`src/rtl/bitboard_enumerator.sv`:
```
// Bitboard enumerator: streams the square index of every set bit,
// lowest first, one per accepted beat; an empty board yields one pass beat.
module bitboard_enumerator #(
  parameter int WIDTH = 64,
  parameter int IDX_W = $clog2(WIDTH),
  parameter int CNT_W = $clog2(WIDTH) + 1
) (
  input  logic             clock,
  input  logic             reset,
  input  logic             in_valid,
  output logic             in_ready,
  input  logic [WIDTH-1:0] in_bits,
  output logic             out_valid,
  input  logic             out_ready,
  output logic [IDX_W-1:0] out_index,
  output logic             out_pass,
  output logic             out_last,
  output logic [CNT_W-1:0] out_seq,
  output logic [CNT_W-1:0] out_total
);

  localparam int SW = (WIDTH < 8) ? WIDTH : 8;
  localparam int NS = WIDTH / SW;

  typedef enum logic {IDLE, EMIT} state_t;

  state_t             state_q;
  state_t             state_d;
  logic [WIDTH-1:0]   rem_q;
  logic [CNT_W-1:0]   seq_q;
  logic [CNT_W-1:0]   total_q;
  logic               pass_q;
  logic [IDX_W-1:0]   idx;
  logic               single;
  logic               emit;
  logic               in_fire;
  logic               out_fire;

  // Per-slice bit counts summed into the full popcount.
  function automatic logic [CNT_W-1:0] popcount(
    input logic [WIDTH-1:0] b
  );
    logic [CNT_W-1:0] sum;
    logic [3:0]       s;
    sum = '0;
    for (int j = 0; j < NS; j++) begin
      s = '0;
      for (int i = 0; i < SW; i++)
        s = s + 4'(b[j*SW+i]);
      sum = sum + CNT_W'(s);
    end
    return sum;
  endfunction

  always_comb begin
    idx = '0;
    for (int i = WIDTH - 1; i >= 0; i--)
      if (rem_q[i]) idx = IDX_W'(i);
  end

  assign single   = (rem_q & (rem_q - WIDTH'(1))) == '0;
  assign emit     = (state_q == EMIT);
  assign in_ready = ~reset & (~emit | (out_ready & single));
  assign in_fire  = in_valid & in_ready;
  assign out_fire = emit & out_ready;

  assign out_valid = emit;
  assign out_last  = emit & single;
  assign out_pass  = emit & pass_q;
  assign out_index = idx;
  assign out_seq   = seq_q;
  assign out_total = total_q;

  always_comb begin
    state_d = state_q;
    if (in_fire)
      state_d = EMIT;
    else if (out_fire && single)
      state_d = IDLE;
  end

  always_ff @(posedge clock) begin
    if (reset)
      state_q <= IDLE;
    else
      state_q <= state_d;
  end

  always_ff @(posedge clock) begin
    if (reset) begin
      rem_q   <= '0;
      seq_q   <= '0;
      total_q <= '0;
      pass_q  <= 1'b0;
    end else if (in_fire) begin
      rem_q   <= in_bits;
      seq_q   <= '0;
      total_q <= popcount(in_bits);
      pass_q  <= (in_bits == '0);
    end else if (out_fire) begin
      rem_q   <= rem_q & (rem_q - WIDTH'(1));
      seq_q   <= seq_q + CNT_W'(1);
    end
  end

endmodule

```
`config.mk`:
```
export PLATFORM = sky130hd
export DESIGN_NAME = bitboard_enumerator
export DESIGN_NICKNAME = d
export VERILOG_FILES = /design/src/rtl/bitboard_enumerator.sv
export SDC_FILE = /design/constraint.sdc
export NUM_CORES = 1
export LEC_CHECK = 0
export CORE_ASPECT_RATIO = 1.4
export CORE_MARGIN = 4
export CORE_UTILIZATION = 40
export DETAILED_ROUTE_END_ITERATION = 10
export MAX_ROUTING_LAYER = met4
export PLACE_DENSITY = 0.62
export SYNTH_ARGS = -nofsm -noshare
export SYNTH_HDL_FRONTEND = slang
export SYNTH_SLANG_ARGS = --single-unit
```
`constraint.sdc`:
```
create_clock -name clock -period 8.7 [get_ports clock]
set_input_delay 1.305 -clock clock [delete_from_list [all_inputs] [get_ports clock]]
set_output_delay 1.305 -clock clock [all_outputs]
set_load 0.03 [all_outputs]
```
== Word-level counts from Yosys, hierarchy flattened ==
Index checks and enable logic that the tools add are counted.
Word-level totals
  bits in registers: 80
  input port bits: 68
Operators by class
  bitwise logic cells: 10
  $add $sub $neg: 65
  mux-type cells: 68
  reductions and logical operators: 6
Operators with widths (number)
  $mux 6: 64
  $add 4x1->4: 32
  $logic_not 64->1: 2
  $mux 64: 2
  $and 64x64->64: 1
  $sub 64x1->64 const B: 1
  $add 3x1->4: 8
  $add 7x4->7: 4
  $add 2x1->3: 8
  $add 1x1->2: 8
  $add 6x4->7: 1
  $add 7x1->7 const B: 1
  $add 5x4->6: 1
  $and 1x1->1: 6
  $add 4x4->5: 1
  $reduce_bool 2->1: 2
  $mux 1: 2
  $not 1->1: 2
  $reduce_or 2->1: 1
  $logic_and 1x1->1: 1
  $or 1x1->1: 1

== Longest topological paths before layout ==
Gate-level depths: netlist of run 1.
  depth in word-level cells: 64
  mapped depth: 23

== Least setup slack after synthesis of run 1 ==
Ideal clock, no wire load.
  kind: input to register
  start: input port in_bits[53]
  end: register total_q[4] (netlist: out_total[4])
  stages: 23
  path slack: 1.923 ns
  required time: 8.577 ns
  arrival time: 6.654 ns
  path buffers: 0
  cells stage by stage: fa_1 inv_1 fa_1 inv_1 fa_1 inv_1 fa_1 inv_1 fa_1 inv_1 fa_1 fa_1 fa_1 inv_1 ha_1 inv_1 fa_1 nor2b_1 o21ai_0 nand2b_1 xnor2_1 nor2_1 mux2_1
Between the ends
  longest elaborated chain between the ends: 5
RTL lines
  from (decl): line 12  | input logic [WIDTH-1:0] in_bits,
  $add 4x1->4 (3 in a row): line 49  | s = s + 4'(b[j*SW+i]);
  $add 7x4->7 (2 in a row): line 50  | sum = sum + CNT_W'(s);
  to (signal assigned): line 98  | total_q <= popcount(in_bits);
  to (decl): line 31  | logic [CNT_W-1:0] total_q;
No other way between the ends.
A chain may end at the register's enable or synchronous reset.

== Worst setup path after layout of run 1 ==
  start: input port in_bits[47]
  end: register total_q[4] (netlist: out_total[4])
Between the ends
  longest elaborated chain between the ends: 4
RTL lines (line)
  $add 4x1->4: 49
  $add 7x4->7 (3 in a row): 50
No other way between the ends.

==> results of run 1 <==
==> layout by cell type, fill, tap and decap left out, types with 5 or more instances in the layout <==
master           Yosys  final
clkbuf_16            0      9
o21ai_0             50     50
o2111ai_1            5      5
or4_1                9      9
mux2i_1             46     46
nand3_1             39     39
clkdlybuf4s50_1      0     90
inv_1              103    102
a2111oi_0            7      7
nor2_1              66     66
fa_1                54     54
a21oi_1             26     26
nor4_1              34     34
nor3_1              28     28
a211oi_1             7      7
buf_4                2      7
o211ai_1            29     29
nand2_1             75     75
nor2b_1              8      8
nand4_1             13     13
o311ai_0            10     10
dfxtp_1             80     80
or3_1                5      5
nand2b_1            10     10
ha_1                17     17
o31ai_1             24     24
a21o_1               5      5
==> per-stage QoR <==
step	power [uW]	hold slack [ps]	util, %	setup slack, ps	area [um2]
2_1_floorplan	2242	430.1	-	1923	7124
3_3_place_gp	2709	447.2	46.65	1063	8118
3_5_place_dp	2744	459.1	46.65	1022	8118
4_1_cts	3228	468.4	48.68	1393	8472
5_1_grt	3546	482.5	48.68	1231	8472
6_report	3226	463.2	48.68	1378	8472
==> area by class of cell <==
class / count / area, um2 / area share [%]
multi-input cells: 639 / 4876 / 57.55
well taps: 236 / 295.3 / 3.485
inverters: 103 / 386.6 / 4.564
flip-flops and latches: 80 / 1602 / 18.90
clock buffers: 10 / 239.0 / 2.821
clock inverters: 6 / 115.1 / 1.359
repair buffers: 98 / 958.4 / 11.31
==> how the worst max path moves through the flow <==
stage                      from      endpoint  slack (ps)  depth (start not counted)
CTS                 in_bits[47]  out_total[4]        1390                         22
detailed placement  in_bits[47]  out_total[4]        1020                         22
global placement    in_bits[47]  out_total[4]        1060                         22
finish              in_bits[47]  out_total[4]        1380                         22
floorplan           in_bits[53]  out_total[4]        1920                         23
global route        in_bits[47]  out_total[4]        1230                         22
==> logic make-up after synthesis <==
kind of cell    synth area share [%]
xor+xnor                      0.9834
flops                          22.48
fa+ha+maj                      18.58
mux                            7.253
compound gates                 19.21
simple gates                   22.30
buf+inv                        9.185
==> power breakdown <==
group	switching (uW)	leakage, uW	internal, uW
logic	1230	0.00253	1090
registers	42.8	0.000656	400
clock network	176	0.000169	290
total	1450	0.00336	1780
==> worst reg2reg max path: cells and delay by family, from the launching register on <==
| family | cells | cell delay [ps] |
|---|---|---|
| AOI/OAI and AO/OA | 2 | 530 |
| buffers and inverters | 1 | 770 |
| DFF | 1 | 380 |
| muxes | 1 | 460 |
| and+or+nand+nor | 6 | 3340 |
==> state kept, by name, summed over array words and instances (netlist names) <==
| name | flops |
|---|---|
| rem_q | 64 |
| pass_q | 1 |
| out_seq | 7 |
| out_total | 7 |
| out_valid | 1 |
==> cells in the mapped netlist (4+ instances only) <==
library cell,count
ha_1,17
nor2b_1,8
fa_1,54
nand4_1,13
buf_2,4
xnor2_1,4
nand2_1,75
a21boi_0,4
a21o_1,5
nor2_1,66
o21ai_0,50
nor3_1,28
o311ai_0,10
o211ai_1,29
dfxtp_1,80
a21oi_1,26
nor4_1,34
a31oi_1,4
buf_6,4
inv_1,103
a2111oi_0,7
o2111ai_1,5
clkbuf_1,38
mux2i_1,46
a211oi_1,7
nand3_1,39
o31a_1,4
or3_1,5
nand2b_1,10
o31ai_1,24
or4_1,9
xor2_1,4
==> layer usage <==
| layer | vias to the layer above | routed length (um) | GRT usage, % |
|---|---|---|---|
| li1 | 3244 | - | - |
| met1 | 3343 | 10360 | 33.04 |
| met2 | 314 | 12260 | 41.54 |
| met3 | 62 | 1574 | 4.089 |
| met4 | 0 | 1006 | 10.75 |
| met5 | - | 0 | - |
==> run metrics, run 1 <==
status=completed; CTS Buffer Depth=2; crit start category=input port; EDFF count, synth=0; total CTS buffers=9; Worst-path clk slew=70 ps; Synth area leaders=dfxtp_1, fa_1, mux2i_1; initial antenna violation count=0; GPL Wtd Cong=0.9377; die height=165.9 um; Worst-Margin Slew=938.1 ps; critical path's top delay family=adder cells; hold buffers post-CTS=0; fill cell count=1740; post-synth top area cell=dfxtp_1; post-route ant nets=0; Leakage Power=0.003355 uW; CP cell instances=clkdlybuf4s50_1 > fa_1 > inv_1 > fa_1 > fa_1 > fa_1 > inv_1 > fa_1 > inv_1 > fa_1 > fa_1 > fa_1 > inv_1 > ha_1 > inv_1 > fa_1 > nor2b_1 > o21ai_0 > nand2b_1 > xnor2_1 > nor2_1 > mux2_1; slew margin rel.=37.46%; Final Non-Filler Cells=1172; Critical Path Sink Type=flip-flop; Layout Area Growth over Synthesis=18.91%; post-DP HPWL=19420 um; Req. time, crit path=8950 ps; Cell variety after synth=68; Net Count, Synth=1012; Core ar.=0.01740 mm2; Final nets=1070; fin crit share=84.16%; max_cap viols=0; hold path cells=2; num rows=57; CP Max Fanout=3; RR Endpoint=rem_q[43]; slowest cell on the critical path=clkdlybuf4s50_1; Endpoint, Worst Hold=out_total[3]; layout cells sized above 1=4.594%; crit path time final=7322 ps; Initial DRT Pass Iterations=5; Clock Latency Late Sink=360 ps; RR Startpoint=rem_q[5]; CP most frequent cell=fa_1; crit path DAT=7570 ps; total global routing overflow=0; post-CTS sizing=0; CTS tree=done; DR iter-0 viols=624; Mapped Area=0.007124 mm2; yosys warns=0; final hold vios=0; reg-to-reg slack, setup=3100 ps; pin count of the biggest net entering global routing=60; clk_skew=10.07 ps; Synth Area per Inst=8.161 um2; Die X=120.8 um; PwrDens=380.8 mW/mm2; initial core utilization=40.94%; Setup CP Type=in -> reg; post-DR wirelength/cell=21.50 um; Post-synth ARST share=0%; H-tree levels=3; num ports=92; max incr delay on CP=610 ps; # diodes=0; Root Buffer=clkbuf_16; final setup fails=0; Setup Buffers After CTS=0; fmax=0.1366 GHz; first-pass GRT wire length=39630 um; R2R cell count=10; All-Layer GR Usage=26.11%; Final TNS setup=0 ps; critical hold path startpoint=out_total[3]; placed cell count=1156; Die ar.=0.02004 mm2; final WL=25200 um; Final Slew Violations=0; Synth top area share=22.48%; # port buffers=91; sequential share of the synthesized area=22.48%; total number of vias=6963; clock sinks=80; vias in the first global route=7020; Buf+Inv Stages, Crit Path=6; drt drc=0; cells after synthesis=873; DR vias/cell=5.941; Main synth FF type=dfxtp_1; VDD IR max=0.9819 mV; unrepaired setup endpoints after global routing=no; Hold Crit Class=reg -> reg; #FFs+latches synth=80
Power figures use the tool's default switching activity.
==> inputs of run 2 (changes only) <==
==> constraint.sdc (replaced) <==
create_clock -name clock -period 7.1 [get_ports clock]
set_input_delay 1.065 -clock clock [delete_from_list [all_inputs] [get_ports clock]]
set_output_delay 1.065 -clock clock [all_outputs]
set_load 0.03 [all_outputs]
==> run metrics, run 2 (synthesized netlist as in run 1, its figures left out) <==
Worst-Margin Slew=1139 ps; slowest cell on the critical path=fa_1; status=completed; first-pass GRT wire length=40330 um; pin count of the biggest net entering global routing=94; initial antenna violation count=0; most frequent cells in the layout=inv_1, clkdlybuf4s50_1, dfxtp_1; num ports=92; hold path cells=2; Leakage Power=0.003629 uW; Initial DRT Pass Iterations=7; total number of vias=7093; max_cap viols=0; PwrDens=475.6 mW/mm2; CP most frequent cell=fa_1; # diodes=0; post-route ant nets=0; Final nets=1119; vias in the first global route=7129; max incr delay on CP=510 ps; hold buffers post-CTS=0; die height=165.9 um; DP Worst Slack=-188.5 ps; Die X=120.8 um; crit start category=input port; GPL Wtd Cong=0.9514; H-tree levels=3; Final TNS setup=0 ps; layout cells sized above 1=9.543%; Setup CP Type=in -> reg; Final Slew Violations=0; WP depth=24; CP cell instances=clkdlybuf4s50_1 > inv_1 > fa_1 > fa_1 > inv_1 > fa_1 > inv_1 > fa_1 > inv_1 > fa_1 > inv_1 > fa_1 > fa_1 > fa_1 > inv_1 > ha_1 > inv_1 > fa_2 > nor2b_2 > o21ai_0 > nand2b_1 > xnor2_1 > nor2_1 > mux2_1; Root Buffer=clkbuf_16; drt drc=0; Core ar.=0.01740 mm2; fmax=0.1461 GHz; crit path DAT=7090 ps; Hold Crit Class=reg -> reg; # port buffers=91; CP Max Fanout=2; total CTS buffers=9; final WL=25440 um; Buf+Inv Stages, Crit Path=8; CTS Buffer Depth=2; initial core utilization=40.94%; post-DP HPWL=19880 um; DR vias/cell=5.809; clk_skew=10.33 ps; num rows=57; slew margin rel.=23.76%; Design Area, Final=0.008828 mm2; post-DR wirelength/cell=20.83 um; final setup fails=0; leading cell type in the layout, fill and taps excluded=inv_1; final worst slack=256.0 ps; Clock Latency Late Sink=360 ps; Critical Path Sink Type=flip-flop; Largest Register=rem_q; total global routing overflow=0; Layout Area Growth over Synthesis=23.92%; All-Layer GR Usage=26.55%; VDD IR max=1.489 mV; R2R cell count=11; Worst-path clk slew=70 ps; critical path's top delay family=adder cells; Req. time, crit path=7340 ps; fin crit share=96.39%; final hold vios=0; WHS=462.4 ps; Die ar.=0.02004 mm2; flip-flop count of the largest register after layout=64; DR iter-0 viols=602; crit path time final=6844 ps; Pwr Total=4199 uW; unrepaired setup endpoints after global routing=no; CTS tree=done; fill cell count=1748; clock sinks=80; placed cell area=0.008478 mm2
## run 2: cell types whose count changed in the layout (fill, tap and decap cells not counted), sizes merged
cell	delta
inv	+2
clkbuf	-1
bufinv	-1
dlymetal6s2s	+5
clkinv	+1
clkdlybuf4s50	-5
buf	+49
clkinvlp	-1
## run 2: worst paths after layout
| path | slack, ps | startpoint | end |
|---|---|---|---|
| max | 260 | in_bits[61] | out_total[4] |
| min | 460 | pass_q | pass_q |
| max reg2reg | 1830 | rem_q[32] | rem_q[19] |
| min reg2reg | 460 | pass_q | pass_q |
## run 2: stage by stage
step / utilization, % / std cells
5_1_grt: 50.73 / 1221
3_3_place_gp: 48.72 / 1204
3_5_place_dp: 48.72 / 1204
6_report: 50.73 / 1221
4_1_cts: 50.59 / 1220
2_1_floorplan: - / 873
## run 2: what timing repair did
item | in CTS | in global routing
buffers inserted | 0 | 1
gates resized for setup | 0 | 7
endpoints found under the setup margin | 0 | 2
## run 2: power breakdown
part,switching (uW),leakage (uW),internal (uW),total [uW]
sequential,52.5,0.000656,491,543
combinational,1550,0.00281,1580,3120
clock,219,0.000161,312,531
total,1820,0.00363,2380,4200
## run 2: area by class of cell
cell class	instances	area (um2)	share of cell area, %
inverter	103	386.6	4.379
tap	236	295.3	3.345
clock inverter	7	100.1	1.134
clock buffer	9	225.2	2.551
sequential	80	1602	18.14
multi-input combinational	639	4881	55.29
timing repair buffer	147	1339	15.16
## run 2: layer usage
metal	track usage [%]	wire length, um	vias to the layer above
met5	-	0	-
met4	14.05	1486	0
met3	2.964	1448	72
met2	41.88	12240	306
met1	33.28	10270	3375
li1	-	-	3340
## run 2: tightest hold or removal path, cell delays in order, from the launching register on
cell and delay [ps]:
dfxtp_1 310, nand2_1 50, mux2i_1 60
==> inputs of run 3 (changes only) <==
--- a/config.mk
+++ b/config.mk
@@ -5,6 +5,7 @@
 export SDC_FILE = /design/constraint.sdc
 export NUM_CORES = 1
 export LEC_CHECK = 0
+export CAP_MARGIN = 15
 export CORE_ASPECT_RATIO = 1.4
 export CORE_MARGIN = 4
 export CORE_UTILIZATION = 40
==> results of run 3 <==
No change in the layout: final DEF, timing and power equal those of run 2.
